--- config.mk ---
export PLATFORM = sky130hd
export DESIGN_NAME = layer1_param_loader
export DESIGN_NICKNAME = d
export VERILOG_FILES = /design/src/rtl/layer1_param_loader.sv
export SDC_FILE = /design/constraint.sdc
export NUM_CORES = 1
export LEC_CHECK = 0
export BUFFER_PORTS_ARGS = -buffer_cell sky130_fd_sc_hd__buf_2
export CAP_MARGIN = 15
export CORE_UTILIZATION = 35
export CTS_CLUSTER_SIZE = 20
export DETAILED_ROUTE_END_ITERATION = 12
export PLACE_DENSITY = 0.71
export SYNTH_ARGS = -nofsm -noshare
export SYNTH_HDL_FRONTEND = slang
export SYNTH_SLANG_ARGS = --single-unit
export TNS_END_PERCENT = 100
--- constraint.sdc ---
create_clock -name clk -period 4.2 [get_ports clk]
set_clock_uncertainty 0.15 [all_clocks]
set_input_delay 0.21 -clock clk [delete_from_list [all_inputs] [get_ports clk]]
set_output_delay 0.21 -clock clk [all_outputs]
set_load 0.01 [all_outputs]
--- src/rtl/layer1_param_loader.sv ---
// rtl/layer1_param_loader.sv - Layer 1 bias/weight parameter load sequencer with inference interlock.
// Optional beat checksum verification is built when LAYER1_LOADER_CHECKSUM_EN is defined.
module layer1_param_loader #(
   parameter int NODES       = 10,
   parameter int WEIGHT_BITS = 8,
   parameter int NUM_ADDR    = 784,
   parameter int ADDR_W      = 10
) (
   input  logic                          clk,
   input  logic                          reset,
   input  logic                          cfg_start,
   input  logic                          cfg_valid,
   output logic                          cfg_ready,
   input  logic [NODES*WEIGHT_BITS-1:0]  cfg_data,
   input  logic                          cfg_abort,
   input  logic [15:0]                   cfg_checksum,
   input  logic                          layer_idle,
   output logic                          hold_inference,
   output logic                          weight_we,
   output logic                          bias_we,
   output logic [ADDR_W-1:0]             wr_addr,
   output logic [NODES*WEIGHT_BITS-1:0]  wr_data,
   output logic                          load_done,
   output logic                          load_aborted,
   output logic                          checksum_err
);

   localparam int DATA_W = NODES * WEIGHT_BITS;
   localparam logic [ADDR_W-1:0] LAST_ADDR = ADDR_W'(NUM_ADDR - 1);

   typedef enum logic [2:0] {
      S_IDLE,
      S_WAIT_IDLE,
      S_BIAS,
      S_WEIGHTS,
      S_DONE
   } stateT;

   stateT             state;
   stateT             nextState;
   logic [ADDR_W-1:0] beatCount;
   logic              abortHit;
   logic              beatTaken;
   logic              startTaken;
   logic              enterBias;

   assign cfg_ready = (state == S_BIAS) || (state == S_WEIGHTS);

   always_ff @(posedge clk or posedge reset) begin
      if (reset) begin
         state <= S_IDLE;
      end else begin
         state <= nextState;
      end
   end

   // Abort outranks acceptance, so a beat offered alongside abort is dropped.
   always_comb begin
      nextState  = state;
      abortHit   = 1'b0;
      beatTaken  = 1'b0;
      startTaken = 1'b0;
      enterBias  = 1'b0;
      case (state)
         S_IDLE: begin
            if (cfg_start) begin
               startTaken = 1'b1;
               nextState  = S_WAIT_IDLE;
            end
         end
         S_WAIT_IDLE: begin
            if (cfg_abort) begin
               abortHit  = 1'b1;
               nextState = S_IDLE;
            end else if (layer_idle) begin
               enterBias = 1'b1;
               nextState = S_BIAS;
            end
         end
         S_BIAS: begin
            if (cfg_abort) begin
               abortHit  = 1'b1;
               nextState = S_IDLE;
            end else if (cfg_valid) begin
               beatTaken = 1'b1;
               nextState = S_WEIGHTS;
            end
         end
         S_WEIGHTS: begin
            if (cfg_abort) begin
               abortHit  = 1'b1;
               nextState = S_IDLE;
            end else if (cfg_valid) begin
               beatTaken = 1'b1;
               if (beatCount == LAST_ADDR) begin
                  nextState = S_DONE;
               end
            end
         end
         S_DONE: begin
            nextState = S_IDLE;
         end
         default: begin
            nextState = S_IDLE;
         end
      endcase
   end

   // Hold stays high through DONE so the final weight write lands before inference resumes.
   always_ff @(posedge clk or posedge reset) begin
      if (reset) begin
         hold_inference <= 1'b0;
         weight_we      <= 1'b0;
         bias_we        <= 1'b0;
         wr_addr        <= '0;
         wr_data        <= '0;
         load_done      <= 1'b0;
         load_aborted   <= 1'b0;
         beatCount      <= '0;
      end else begin
         weight_we    <= 1'b0;
         bias_we      <= 1'b0;
         load_done    <= 1'b0;
         load_aborted <= 1'b0;
         if (startTaken) begin
            hold_inference <= 1'b1;
         end
         if (state == S_DONE) begin
            hold_inference <= 1'b0;
            load_done      <= 1'b1;
         end
         if (abortHit) begin
            hold_inference <= 1'b0;
            load_aborted   <= 1'b1;
            beatCount      <= '0;
         end
         if (beatTaken) begin
            wr_data <= cfg_data;
            if (state == S_BIAS) begin
               bias_we   <= 1'b1;
               wr_addr   <= '0;
               beatCount <= '0;
            end else begin
               weight_we <= 1'b1;
               wr_addr   <= beatCount;
               if (beatCount != LAST_ADDR) begin
                  beatCount <= beatCount + ADDR_W'(1);
               end
            end
         end
      end
   end

`ifdef LAYER1_LOADER_CHECKSUM_EN
   logic [15:0] checksumAcc;

   function automatic logic [15:0] beatSum(input logic [DATA_W-1:0] beat);
      logic [15:0] total;
      total = '0;
      for (int i = 0; i < NODES; i++) begin
         total = total + 16'(beat[i*WEIGHT_BITS +: WEIGHT_BITS]);
      end
      return total;
   endfunction

   always_ff @(posedge clk or posedge reset) begin
      if (reset) begin
         checksumAcc  <= '0;
         checksum_err <= 1'b0;
      end else begin
         if (startTaken) begin
            checksum_err <= 1'b0;
         end
         if (enterBias) begin
            checksumAcc <= '0;
         end else if (beatTaken) begin
            checksumAcc <= checksumAcc + beatSum(cfg_data);
         end
         if ((state == S_DONE) && (checksumAcc != cfg_checksum)) begin
            checksum_err <= 1'b1;
         end
      end
   end
`else
   logic unusedChecksum;
   assign unusedChecksum = ^cfg_checksum;
   assign checksum_err   = 1'b0;
`endif

endmodule

# Word level (Yosys, flattened, before mapping)
# Index checks and enable logic that the tools add are counted.
dict set report op_classes {
  add_sub_neg 1
  n_eq_ne 11
  muxes 30
  n_reduce_logical 6
}
# operator n
set ops {}
lappend ops {{10-bit two-way mux} 5}
lappend ops {{3-bit two-way mux} 8}
lappend ops {{1-bit two-way mux} 16}
lappend ops {{3-bit one-hot mux with 4 select lines} 1}
lappend ops {{10-bit by 1-bit adder with 10-bit output (second input constant)} 1}
lappend ops {{10-bit == test (second input constant)} 1}
lappend ops {{10-bit inequality test (second input constant)} 1}
lappend ops {{3-bit inequality test (second input constant)} 3}
lappend ops {{3-bit by 2-bit == test with 1-bit output (second input constant)} 2}
lappend ops {{5-bit AND reduction} 1}
lappend ops {{3-bit by 1-bit == test with 1-bit output (second input constant)} 1}
lappend ops {{3-bit == test (second input constant)} 1}
lappend ops {{3-bit logical NOT} 1}
lappend ops {{3-bit by 2-bit inequality test with 1-bit output (second input constant)} 1}
lappend ops {{3-bit nonzero test} 1}
lappend ops {{3-bit OR reduction} 1}
lappend ops {{2-bit inequality test (second input constant)} 1}
lappend ops {{2-bit OR reduction} 1}
lappend ops {{1-bit logical OR} 1}
dict set report totals {
  ff_bits 108
  in_bits 102
  elab_cells 57
}

# Logic depth before layout (Yosys ltp)
# Gate-level depths: netlist of run 1.
dict set report logic_depth {
  depth_word 7
  ltp_mapped 8
  ltp_nobuf 5
}

# Worst setup path before layout of run 1
# Ideal clock, no wire load.
dict set report synth_path {
  path_kind {reg-to-reg}
  startpoint {reg beatCount[4]}
  endpoint {reg beatCount[0]}
  t_arrival_ps 1733
  t_required_ps 3930
  slack_ps 2197
  path_stages_with_launch 6
  path_buffers 2
  path_cell_list {dfrtp_1 > buf_6 > or4b_4 > or3_1 > clkbuf_2 > a41o_1}
}
dict set report synth_via {
  elab_chain_cells 4
}
# element line
set synth_lines {}
lappend synth_lines {{from (decl)} 41} ;# logic [ADDR_W-1:0] beatCount;
lappend synth_lines {{from (signal assigned)} 147} ;# beatCount <= beatCount + ADDR_W'(1);
lappend synth_lines {{10-bit inequality test} 146} ;# if (beatCount != LAST_ADDR) begin
lappend synth_lines {{10-bit two-way mux} 146}
lappend synth_lines {{10-bit two-way mux} 139} ;# if (state == S_BIAS) begin
lappend synth_lines {{10-bit two-way mux} 137} ;# if (beatTaken) begin
# Every way passes these cells.
# A chain may end at the register's enable or synchronous reset.

# Worst setup path after layout of run 1
dict set report layout_path {
  startpoint {in cfg_abort}
  endpoint {reg beatCount[3]}
}
dict set report layout_via {
  elab_chain_cells 6
}
# element line
set layout_lines {}
lappend layout_lines {{from (decl)} 15} ;# input logic cfg_abort,
lappend layout_lines {{1-bit two-way mux} {72, 81, 90}}
lappend layout_lines {{1-bit two-way mux} --}
lappend layout_lines {{10-bit two-way mux} 132} ;# if (abortHit) begin
lappend layout_lines {{10-bit two-way mux} 146}
lappend layout_lines {{10-bit two-way mux} 139}
lappend layout_lines {{10-bit two-way mux *} 137}
# Mark *: on every way between the ends. The rest lies on a longest branch, timed or not.

==> results of run 1 <==
[flip-flops by register name, indices dropped and copies added, names as in the netlist]
| name | count |
|---|---|
| hold_inference | 1 |
| wr_data | 80 |
| beatCount | 10 |
| bias_we | 1 |
| wr_addr | 10 |
| load_done | 1 |
| load_aborted | 1 |
| state | 3 |
| weight_we | 1 |
[report_power, final]
part           total, W  switching, W  internal (W)
registers       0.00160      0.000202       0.00140
logic           0.00108      0.000609      0.000470
clock network  0.000890      0.000364      0.000527
[layout make-up]
cell class / count / share of cell area
Clock buffer: 13 / 0.0428
Sequential cell: 108 / 0.412
Multi-Input combinational cell: 342 / 0.232
Clock inverter: 3 / 0.00649
Inverter: 9 / 0.00554
Tap cell: 168 / 0.0321
Timing Repair Buffer: 267 / 0.268
[per-layer routing]
| metal | share of wire | vias up |
|---|---|---|
| met2 | 0.50 | 153 |
| met5 | 0 | - |
| met1 | 0.41 | 1986 |
| met3 | 0.063 | 23 |
| met4 | 0.024 | 0 |
| li1 | - | 2029 |
[worst paths after layout]
check / to / slack, ns / cells after the start / from
max: beatCount[3]$_DFF_PP0_ / 1.72 / 6 / cfg_abort
min: state[1]$_DFFE_PP0P_ / 0.1 / 5 / layer_idle
max reg2reg: beatCount[3]$_DFF_PP0_ / 1.82 / 4 / state[2]$_DFFE_PP0P_
min reg2reg: wr_addr[9]$_DFFE_PP0N_ / 0.31 / 2 / wr_addr[9]$_DFFE_PP0N_
max in group asynchronous: wr_data[68]$_DFFE_PP0N_ / 2.39 / 4 / reset
min in group asynchronous: wr_data[5]$_DFFE_PP0N_ / 0.49 / 3 / reset
[cells in the final DEF (no fill, tap or decap), drive strengths merged, types with 3 or more instances in the layout]
cell type / n
a21oi: 10
buf: 184
clkbuf: 13
dfrtp: 108
dlygate4sd3: 83
inv: 9
nand2: 261
nand2b: 3
nand3: 12
nor2: 9
nor3: 3
o21ai: 6
o31ai: 6
or3: 3
[worst max-delay path, delay by kind of cell]
family	cells	cell delay (ns)
compound gates	1	0.36
simple gates	2	0.75
buf+inv	3	1.24
[through the flow]
step | total power [W] | instances | setup slack (ns) | area (sq um) | util
finish | 0.00357 | 910 | 1.72 | 6550 | 0.543
global route | 0.00380 | 910 | 1.54 | 6550 | 0.543
CTS | 0.00358 | 910 | 1.68 | 6550 | 0.543
detailed placement | 0.00262 | 811 | 1.79 | 5400 | 0.448
global placement | 0.00258 | 811 | 1.87 | 5400 | 0.448
floorplan | 0.00212 | 487 | 0.994 | 4350 | -
[cell families (layout without fill, tap and decap cells)]
kind of cell | Yosys count | in the layout | share of synthesized area
AND/OR/NAND/NOR | 303 | 303 | 0.281
other | 1 | 1 | 0.000862
flip-flops | 108 | 108 | 0.621
adder cells (fa/ha/maj) | 1 | 1 | 0.00288
buffers and inverters | 37 | 292 | 0.0357
multiplexers | 2 | 2 | 0.00460
AO/OA/AOI/OAI | 35 | 35 | 0.0532
==> results by group, run 1 <==
Logic synthesis
  • Syn_nets: just under 600
  • Most used flip-flop cell after synthesis: dfrtp_1
  • Post-synth EDFFs: 0
  • Mapped Area: 0.00435 sq mm
  • Seq cells post-synth: 108
  • Netlist cell types: 42
  • Most frequent cell after synthesis: nand2_1
  • Commonest cells in the netlist: 261 x nand2_1, 108 x dfrtp_1, 17 x clkbuf_1, 12 x nand3_1, 10 x a21oi_1
  • Cells after synthesis: 487
  • Post-synth top area share: 0.621
  • Ys async rst share: 1.00
  • Dominant cells by area after synthesis: dfrtp_1 62%, nand2_1 23%, clkbuf_1 1.5%
  • Syn Area/Cell: 8.93 sq um
  • Synth area leader: dfrtp_1
  • Synthesis warning total: 0
  • Sequential-to-total area share from yosys stat: 0.621

Critical path
  • WS Path Type: in2reg
  • Critical Path RT: approximately 4.3 ns
  • Worst path cell trace: dlygate4sd3_1 > buf_2 > nand4bb_4 > buf_4 > o31a_1 > nor2_1
  • Arrival @ worst endpoint: 2.61 ns
  • CP Launch Type: primary input
  • Max Fanout on Critical Path: 56
  • CP max-delay cell: nand4bb_4
  • Worst path max stage delay: 0.66 ns
  • CP endpoint kind: flop

Clock tree
  • CTS max path bufs: 2
  • # hold bufs at CTS: 83
  • Clock Pin Slew Worst Setup and Hold Paths: approximately 0.070 ns
  • TritonCTS Buffers: 9
  • Clock sink count: 108
  • H-tree Lvls: 3
  • # resized after CTS: 0
  • Skew-Pair Late Insertion Delay: 0.34 ns
  • Clk root buf: clkbuf_16
  • Post-CTS Setup Bufs: 0
  • TritonCTS clock tree: built

Floorplanning
  • FP Rows: 40
  • Die area: 0.0129 sq mm
  • Area of the core: 0.0121 sq mm
  • Die span in y: 113 microns
  • # IOs: 199
  • Initial Util: 0.361
  • Chip width: 113 microns

Global routing
  • Met2 global-route usage: 0.330
  • GR Util met1: 0.222
  • Global route hottest layer: met2
  • Number of global-route vias before repair: between 4000 and 5000
  • Largest net degree at the start of global routing: 86
  • First-pass GRT wire length: a little under 20 mm
  • Initial antenna violation count: 0
  • GRT Util Overall: 0.189
  • Met3 GRT Util: 0.0452
  • Gr ovfl total: 0

Drt
  • Routed vias/inst: about 4.6
  • DR DRC count: 0
  • WL final: roughly 12 mm
  • Drt wl/cell: 13.0 microns
  • ANT nets after route: 0
  • Drt initial violations: between 200 and 300
  • TritonRoute pass-1 iters: 6
  • Vias after detailed routing: approximately 4200

Power
  • Pwr dens: 544 mW/mm^2
  • Leak pwr: 3.59 nW
  • Max IR drop VDD: 0.216 mV

Cells and area
  • Area delta synth->final: 50.7%
  • Inserted Diodes: 0
  • Fill cells: between 1000 and 1500
  • Register area: 0.00270 sq mm
  • Fraction of layout cells with a size suffix above 1: 0.279
  • Multi-input gate area: around 0.0015 sq mm
  • Layout net count: 840

Job
  • Max cap viols: 0

STA
  • Peak Freq: ~400 MHz
  • Fin. max-slew vios: 0
  • Setup TNS: 0 ns
  • Final worst path period share: 0.591
  • Slew @ Worst Pin: 0.922 ns
  • Period minus WS final: 2.48 ns
  • # setup viols final: 0
  • Relative slew slack: 0.385
  • RSZ-0062 raised after global routing: no
  • Fin. Hold Viols: 0
  • Hold Slack: 0.0961 ns

Outcome
  • Status: completed

Placed design
  • GP Congestion: 0.819
  • PortBufs: 181
  • Post-DP HPWL: 6.76 mm

Worst hold path
  • Hold Crit Class: in2reg
Power figures use the tool's default switching activity.
==> run 2: changes to the inputs <==
--- a/config.mk
+++ b/config.mk
@@ -10,7 +10,7 @@
 export CORE_UTILIZATION = 35
 export CTS_CLUSTER_SIZE = 20
 export DETAILED_ROUTE_END_ITERATION = 12
-export PLACE_DENSITY = 0.71
+export PLACE_DENSITY = 0.73
 export SYNTH_ARGS = -nofsm -noshare
 export SYNTH_HDL_FRONTEND = slang
 export SYNTH_SLANG_ARGS = --single-unit
==> constraint.sdc (replaced) <==
create_clock -name clk -period 2.2 [get_ports clk]
set_clock_uncertainty 0.15 [all_clocks]
set_input_delay 0.11 -clock clk [delete_from_list [all_inputs] [get_ports clk]]
set_output_delay 0.11 -clock clk [all_outputs]
set_load 0.01 [all_outputs]
==> run 2 against run 1 <==
Against the previous run:
- worst hold slack lost 0.090 ns
- count of clock-buffer cells in the layout shrank 3
- design area grew 1.6%
- cell count grew 0.55%
- register-to-register slack lost 1.6 ns
- via count shrank 1.4%
- worst setup slack lost 1.5 ns
- non-clock buffer count grew 5
- combinational power grew 95%
- die area is the same
- utilization grew 0.86 points
- largest cell class unchanged
==> results by group, run 2 (synthesis gave the netlist of run 1 again) <==
Cells and area
  • Most frequent cells in the layout: 261 x nand2_1, 181 x buf_2, 108 x dfrtp_1, 83 x dlygate4sd3_1, 12 x nand3_1
  • Largest register by flop count: wr_data
  • Area delta synth->final: 53.1%
  • Most common cell after layout, fill and taps aside: nand2_1
  • Layout net count: 845
  • Util after Layout: 0.552
  • Inserted Diodes: 0
  • Top flop regs: wr_data (80), beatCount (10), wr_addr (10)
  • Fraction of layout cells with a size suffix above 1: 0.284
  • Max FFs per register: 80

STA
  • # setup viols final: 0
  • Final worst path period share: 0.919
  • Period minus WS final: 2.02 ns
  • Peak Freq: 495 MHz
  • Fin. max-slew vios: 0
  • Hold Slack: about 0.0065 ns
  • Setup TNS: 0 ns
  • RSZ-0062 raised after global routing: no
  • Fin. Hold Viols: 0

Power
  • Switching pwr: around 0.0023 W
  • Internal: 0.00473 W
  • Pwr dens: 1050 mW/mm^2
  • Final Total Pwr: 0.00700 W
  • Leak pwr: 3.64 nW
  • Comb power frac: 0.302
  • Sw frac: 0.325
  • Max IR drop VDD: 0.599 mV
  • Clock power frac: 0.265
  • Reg power frac: 0.433

Critical path
  • WS Path Type: reg2reg
  • Reg2reg start: beatCount[5]$_DFF_PP0_
  • Arrival @ worst endpoint: 2.10 ns
  • Max Fanout on Critical Path: 7
  • CP endpoint kind: flop
  • Critical Path RT: 2.28 ns
  • Worst path cell trace: or4b_4 > or3_1 > o21ai_0 > a21oi_1
  • Worst path max stage delay: 0.57 ns
  • Register-to-Register Path Depth: 4
  • CP max-delay cell: or4b_4
  • CP Launch Point: beatCount[5]$_DFF_PP0_
  • R2r setup slk: 0.18 ns
  • Setup crit end: state[1]$_DFFE_PP0P_
  • Reg-to-reg endpoint: state[1]$_DFFE_PP0P_
  • CP Launch Type: flop

Floorplanning
  • Chip width: 113 microns
  • Area of the core: 0.0121 sq mm
  • Initial Util: 0.361
  • FP Rows: 40
  • Die span in y: 113 microns
  • Die area: 0.0129 sq mm
  • # IOs: 199

Drt
  • ANT nets after route: 0
  • Routed vias/inst: 4.52
  • DR DRC count: 0
  • Drt wl/cell: 12.9 microns
  • Drt initial violations: roughly 180
  • TritonRoute pass-1 iters: 4
  • Vias after detailed routing: 4133
  • WL final: between 10 and 15 mm

Worst hold path
  • Hold Crit Class: in2reg

Clock tree
  • Clk root buf: clkbuf_16
  • Clock sink count: 108
  • H-tree Lvls: 3
  • Skew-Pair Late Insertion Delay: roughly 0.35 ns
  • Clock Pin Slew Worst Setup and Hold Paths: 0.08 ns
  • # resized after CTS: 0
  • TritonCTS clock tree: built
  • Post-CTS Setup Bufs: 0
  • # hold bufs at CTS: 83
  • CTS max path bufs: 2
  • TritonCTS Buffers: 9

Global routing
  • Gr ovfl total: 0
  • GRT Util Overall: 0.189
  • Number of global-route vias before repair: between 4000 and 5000
  • Largest net degree at the start of global routing: 86
  • First-pass GRT wire length: 19.4 mm
  • Initial antenna violation count: 0

Outcome
  • Status: completed

Placed design
  • Post-DP HPWL: 6.91 mm
  • GP Congestion: between 0.7 and 0.8
  • PortBufs: between 150 and 200

Job
  • Max cap viols: 0
## run 2: changes by cell type in the layout (fill, tap and decap cells not counted), sizes merged
cell	change
buf	+5
bufinv	+2
clkbuf	-3
clkinv	+1
clkinvlp	+1
inv	-1
## run 2: final cells by class
cell class,count,area [sq um]
Clock inverter,6,111
Sequential cell,108,2700
Clock buffer,10,239
Tap cell,168,210
Fill cell,1051,5400
Inverter,9,37.5
Timing Repair Buffer,272,1830
Multi-Input combinational cell,342,1520
## run 2: critical path, delay by kind of cell (launching register included)
family / cells / cell delay, ns
AO/OA/AOI/OAI: 2 / 0.28
flip-flops: 1 / 0.45
AND/OR/NAND/NOR: 2 / 1.04
## run 2: per-layer routing
metal,GRT usage,vias to the layer above,part of all wire
li1,-,2037,-
met1,0.233,1966,0.44
met2,0.330,118,0.50
met3,0.0494,12,0.048
met4,0.0482,0,0.013
met5,0,-,0
## run 2: worst min-delay path by stage
| stage | startpoint | to | slack, ns | depth (start not counted) |
|---|---|---|---|---|
| floorplan | cfg_abort | state[1]$_DFFE_PP0P_ | 0.02 | 1 |
| global placement | reset | wr_data[54]$_DFFE_PP0N_ | -0.07 | 2 |
| detailed placement | reset | wr_data[54]$_DFFE_PP0N_ | -0.08 | 2 |
| CTS | layer_idle | state[1]$_DFFE_PP0P_ | 0.002 | 5 |
| global route | layer_idle | state[1]$_DFFE_PP0P_ | 0.04 | 5 |
| finish | layer_idle | state[1]$_DFFE_PP0P_ | 0.006 | 5 |
## run 2: metrics by stage
step	cell area (sq um)	cells	setup WS [ns]
4_1_cts	6660	915	0.180
2_1_floorplan	4350	487	0.197
3_5_place_dp	5480	816	0.191
6_report	6660	915	0.178
5_1_grt	6660	915	0.0731
3_3_place_gp	5480	816	0.210
## run 2: power groups by stage
stage | clock network (W) | registers (W) | logic, W
final | 0.00186 | 0.00303 | 0.00211
after global routing | 0.00199 | 0.00313 | 0.00235
after CTS | 0.00190 | 0.00302 | 0.00209
after detailed placement | 0 | 0.00304 | 0.00199
after global placement | 0 | 0.00303 | 0.00193
after floorplan | 0 | 0.00337 | 0.000680
